==> config.mk <==
export PLATFORM = sky130hd
export DESIGN_NAME = ram_arbiter
export DESIGN_NICKNAME = d
export VERILOG_FILES = /design/src/rtl/ram_arbiter.sv
export SDC_FILE = /design/constraint.sdc
export NUM_CORES = 1
export LEC_CHECK = 0
export CORE_MARGIN = 1.5
export CORE_UTILIZATION = 60
export CTS_CLUSTER_DIAMETER = 120
export DETAILED_ROUTE_END_ITERATION = 16
export DONT_BUFFER_PORTS = 1
export PLACE_DENSITY_LB_ADDON = 0.08
export SLEW_MARGIN = 10
export SYNTH_ARGS = -nofsm -noshare
export SYNTH_HDL_FRONTEND = slang
export SYNTH_SLANG_ARGS = --single-unit
==> constraint.sdc <==
create_clock -name clk -period 6.2 [get_ports clk]
set_input_delay 0.62 -clock clk [delete_from_list [all_inputs] [get_ports clk]]
set_output_delay 0.62 -clock clk [all_outputs]
set_load 0.05 [all_outputs]
==> src/rtl/ram_arbiter.sv <==
// Four-requester arbiter in front of a dual-port RAM. It clears the RAM two
// words per cycle after reset, then grants up to two accesses per cycle round-robin.
module ram_arbiter #(
  parameter int W = 8,
  parameter int M = 16
) (
  input  logic           clk,
  input  logic           rst,
  input  logic [3:0]     req,
  input  logic [3:0]     we_req,
  input  logic [4*W-1:0] addr_req,
  input  logic [4*W-1:0] wdata_req,
  output logic [3:0]     gnt,
  output logic [3:0]     rvalid,
  output logic [4*W-1:0] rdata,
  output logic           init_done,
  output logic [W-1:0]   addr_x,
  output logic [W-1:0]   addr_y,
  output logic [W-1:0]   data_x,
  output logic [W-1:0]   data_y,
  output logic           we_x,
  output logic           we_y,
  input  logic [W-1:0]   q_x,
  input  logic [W-1:0]   q_y
);

  // state  | meaning
  // S_INIT | clearing RAM, words cnt and cnt+1 written per cycle
  // S_RUN  | arbitration active
  typedef enum logic {S_INIT, S_RUN} state_t;

  state_t       state, state_nxt;
  logic [W-1:0] cnt;
  logic [1:0]   ptr, ptr_nxt;
  logic         gx, gy;
  logic [1:0]   ix, iy, idx;
  logic [3:0]   rv_nxt;
  logic         tag_x_v, tag_y_v;
  logic [1:0]   tag_x_id, tag_y_id;

  // Scan from ptr; the second hit is skipped if it collides with port x on a write.
  always_comb begin
    gx  = 1'b0;
    gy  = 1'b0;
    ix  = 2'd0;
    iy  = 2'd0;
    idx = 2'd0;
    if (state == S_RUN) begin
      for (int k = 0; k < 4; k++) begin
        idx = ptr + 2'(k);
        if (req[idx]) begin
          if (!gx) begin
            gx = 1'b1;
            ix = idx;
          end else if (!gy &&
                       !((addr_req[idx*W +: W] == addr_req[ix*W +: W]) &&
                         (we_req[idx] || we_req[ix]))) begin
            gy = 1'b1;
            iy = idx;
          end
        end
      end
    end
  end

  always_comb begin
    gnt    = 4'd0;
    rv_nxt = 4'd0;
    addr_x = '0;
    addr_y = '0;
    data_x = '0;
    data_y = '0;
    we_x   = 1'b0;
    we_y   = 1'b0;
    if (state == S_INIT) begin
      we_x   = 1'b1;
      we_y   = 1'b1;
      addr_x = cnt;
      addr_y = cnt + W'(1);
    end else begin
      if (gx) begin
        gnt[ix]    = 1'b1;
        rv_nxt[ix] = ~we_req[ix];
        addr_x     = addr_req[ix*W +: W];
        data_x     = wdata_req[ix*W +: W];
        we_x       = we_req[ix];
      end
      if (gy) begin
        gnt[iy]    = 1'b1;
        rv_nxt[iy] = ~we_req[iy];
        addr_y     = addr_req[iy*W +: W];
        data_y     = wdata_req[iy*W +: W];
        we_y       = we_req[iy];
      end
    end
  end

  always_comb begin
    state_nxt = state;
    ptr_nxt   = ptr;
    if (state == S_INIT && cnt == W'(M-2)) state_nxt = S_RUN;
    if (gy)      ptr_nxt = iy + 2'd1;
    else if (gx) ptr_nxt = ix + 2'd1;
  end

  always_ff @(posedge clk or posedge rst) begin
    if (rst) begin
      state    <= S_INIT;
      cnt      <= '0;
      ptr      <= 2'd0;
      tag_x_v  <= 1'b0;
      tag_y_v  <= 1'b0;
      tag_x_id <= 2'd0;
      tag_y_id <= 2'd0;
      rvalid   <= 4'd0;
    end else begin
      state    <= state_nxt;
      cnt      <= (state_nxt == S_INIT) ? cnt + W'(2) : '0;
      ptr      <= ptr_nxt;
      tag_x_v  <= gx && !we_req[ix];
      tag_y_v  <= gy && !we_req[iy];
      tag_x_id <= ix;
      tag_y_id <= iy;
      rvalid   <= rv_nxt;
    end
  end

  // Tags steer each port's registered read data back to the requester that owns it.
  always_comb begin
    rdata = '0;
    if (tag_x_v) rdata[tag_x_id*W +: W] = q_x;
    if (tag_y_v) rdata[tag_y_id*W +: W] = q_y;
  end

  assign init_done = (state == S_RUN);

endmodule

==> reports/qor.csv <==
metric,value,unit
outcome,completed,
vias in the first global route,5246,
endpoints failing setup,0,
ant diodes,0,
CP Max Fanout,10,
Setup crit end,data_y[4],
synthesized instance count,636,
layout cells sized above 1,20.8,%
Worst Tran Pin Value,1.01,ns
Filler cells,687,
nets,753,
io pins,165,
Std-Cell Rows,33,
Layout Skew,0.00298,ns
Area growth syn-to-layout,12.8,%
"Net Count, Synth",738,
global-route wire length before repair,27.1,mm
met3 GRT Util,5.66,%
RR Startpoint,ptr[0],
warnings from Yosys,0,
sequential cell area,503,sq um
Slew Limit Fails,0,
Final ANT Viol Nets,0,
initial DRC count,462,
IO Port Bufs,0,
FF-to-FF End,ptr[1],
core area,8220,sq um
TritonCTS clock tree,built,
final period utilization,96.7,%
DRC violation count after routing,0,
Clock Path Buffers,2,
"count leader, synth",nand2_1,
total grt overflow,0,
hold_ws,0.353,ns
Worst-path clk slew,0.07,ns
H-tree levels,1,
"EDFF count, synth",0,
area taken by multi-input logic gates,4400,sq um
sequential area share after synthesis,9.83,%
placed cell area,5600,sq um
First-pass DRT Iterations,7,
crit end category,output port,
wire length per cell,23.6,um
clk sinks,20,
Die Height,95.1,um
Reg2Reg Depth,18,
min-delay worst type,input pin to async pin,
Initial Utilization,62.0,%
GRT Total Usage,38.4,%
met1 usage,49.8,%
Max-cap violations,0,
mean post-synth cell area,8.00,sq um
Relative slew margins,32.1,%
Synth area leader,mux4_2,
Most used DFF post-synth,dfrtp_1,
Setup crit start,ptr[0],
Setup crit start kind,flop,
Final GP Congestion,1.00,
min Tclk post-route,5.99,ns
"Req. time, crit path",5.58,ns
worst skew pair latency,0.26,ns
via/cell ratio,7.44,
FMAX,167,MHz
hpwl dp,13.5,mm
crit path DAT,5.37,ns
number of synthesized register bits,20,
Post-Place Setup Slack,0.308,ns
initial antenna violation count,0,
GR peak layer,met2,
R2R setup slack,1.18,ns
vias post-DR,5616,
cts bufs inserted,3,
Mapped Area,5090,sq um
dominant cells by area after synthesis,"mux4_2 16%, dfrtp_1 9.8%, mux2i_1 8.5%",
Root Buffer,clkbuf_8,
TNS Setup,0,ns
Synth async-reset ratio,100,%
final hold viol count,0,
die area,9050,sq um
post-synthesis cell type count,72,
CP Class,flop to output port,
met2 usage,61.7,%
Die W,95.1,um
final wirelength,17.8,mm
final worst slack,0.206,ns
area share of the largest cell type after synthesis,15.9,%
post-route cell area,5740,sq um
Post-synth top cells,"83 x nand2_1, 43 x mux2i_1, 40 x nor2_1",
largest net degree at the start of global routing,34,
-- cell families (layout without fill, tap and decap cells) --
logic type,Yosys count,in the layout,share of synthesized area [%]
simple gates,228,228,22.4
compound gates,192,192,27.6
mux,92,92,27.3
buf+inv,71,85,6.29
xor+xnor,21,21,3.61
flops,20,20,9.83
fa+ha+maj,12,12,2.95
-- worst max-delay path, cell delays in order (launching register included) --
cell and delay (ns):
dfrtp_2 0.42, mux2_2 0.40, nand2_1 0.16, o21ai_0 0.12, ha_1 0.29, inv_1 0.08, mux2i_1 0.13, o21a_1 0.25
nor2_4 0.21, mux4_2 0.54, xor2_1 0.15, or4_4 0.53, o41ai_4 0.39, buf_4 0.21, o311ai_2 0.10, buf_4 0.19
nand2_2 0.23, nor3_1 0.12, a2111oi_4 0.40, buf_12 0.18
-- cell usage in the layout (no fill, tap or decap), types with 5 or more instances in the layout --
master	synthesis	routed
nand2_1	83	83
mux2i_1	43	43
buf_4	3	43
nor2_1	40	40
mux4_2	36	36
a21oi_1	35	35
o21ai_0	34	33
a22o_1	30	30
inv_1	23	23
nand3_1	19	19
dfrtp_1	20	18
and2_1	17	17
o211ai_1	16	16
mux2_2	12	12
xor2_1	12	12
ha_1	12	12
a211oi_1	11	11
buf_12	0	11
xnor2_1	9	9
o221ai_1	9	9
or3_1	8	8
nor3_1	8	8
nand4_1	7	7
nor4_1	7	7
nor2b_1	6	6
a31oi_1	6	6
a21boi_0	5	5
nand3b_1	5	5
and3_1	5	5
-- timing repair --
action | CTS | global route
hold buffers | 0 | 0
endpoints found under the hold margin | 0 | 0
buffers inserted | 0 | 10
gates resized for setup | 0 | 4
endpoints found under the setup margin | 0 | 13
-- flip-flops by register name, indices dropped and copies added, names as in the netlist --
| signal | flops |
|---|---|
| rvalid | 4 |
| tag_x_id | 2 |
| tag_y_v | 1 |
| tag_x_v | 1 |
| tag_y_id | 2 |
| ptr | 2 |
| cnt | 7 |
| init_done | 1 |
-- per-stage QoR --
| stage | std cells | util (%) |
|---|---|---|
| 2_1_floorplan | 636 | - |
| 3_3_place_gp | 741 | 68.2 |
| 3_5_place_dp | 741 | 68.2 |
| 4_1_cts | 745 | 68.9 |
| 5_1_grt | 755 | 69.9 |
| 6_report | 755 | 69.9 |
-- how the worst min path moves through the flow --
stage | to | slack (ns) | cells after the start | start
after detailed placement | cnt[1] | 0.50 | 1 | cnt[1]
after global routing | rvalid[3] | 0.41 | 1 | we_req[3]
after floorplan | cnt[1] | 0.44 | 1 | cnt[1]
final | tag_x_id[0] | 0.35 | 1 | rst
after global placement | cnt[1] | 0.47 | 1 | cnt[1]
after CTS | init_done | 0.38 | 1 | rst
-- final cells by class --
cell class	count	area share (%)
flip-flops and latches	20	8.76
repair buffers	55	9.65
inverters	26	1.72
multi-input cells	545	76.6
clock buffers	4	0.959
well taps	105	2.29
-- routing by layer --
layer / vias up / wire length, um / part of all wire [%]
met3: 59 / 1800 / 10
met5: - / 0 / 0
li1: 2495 / - / -
met2: 376 / 8330 / 47
met4: 0 / 858 / 4.8
met1: 2686 / 6840 / 38
Power is not shown: default switching activity piles up to over one toggle a cycle in this logic, so the estimate is an artifact.
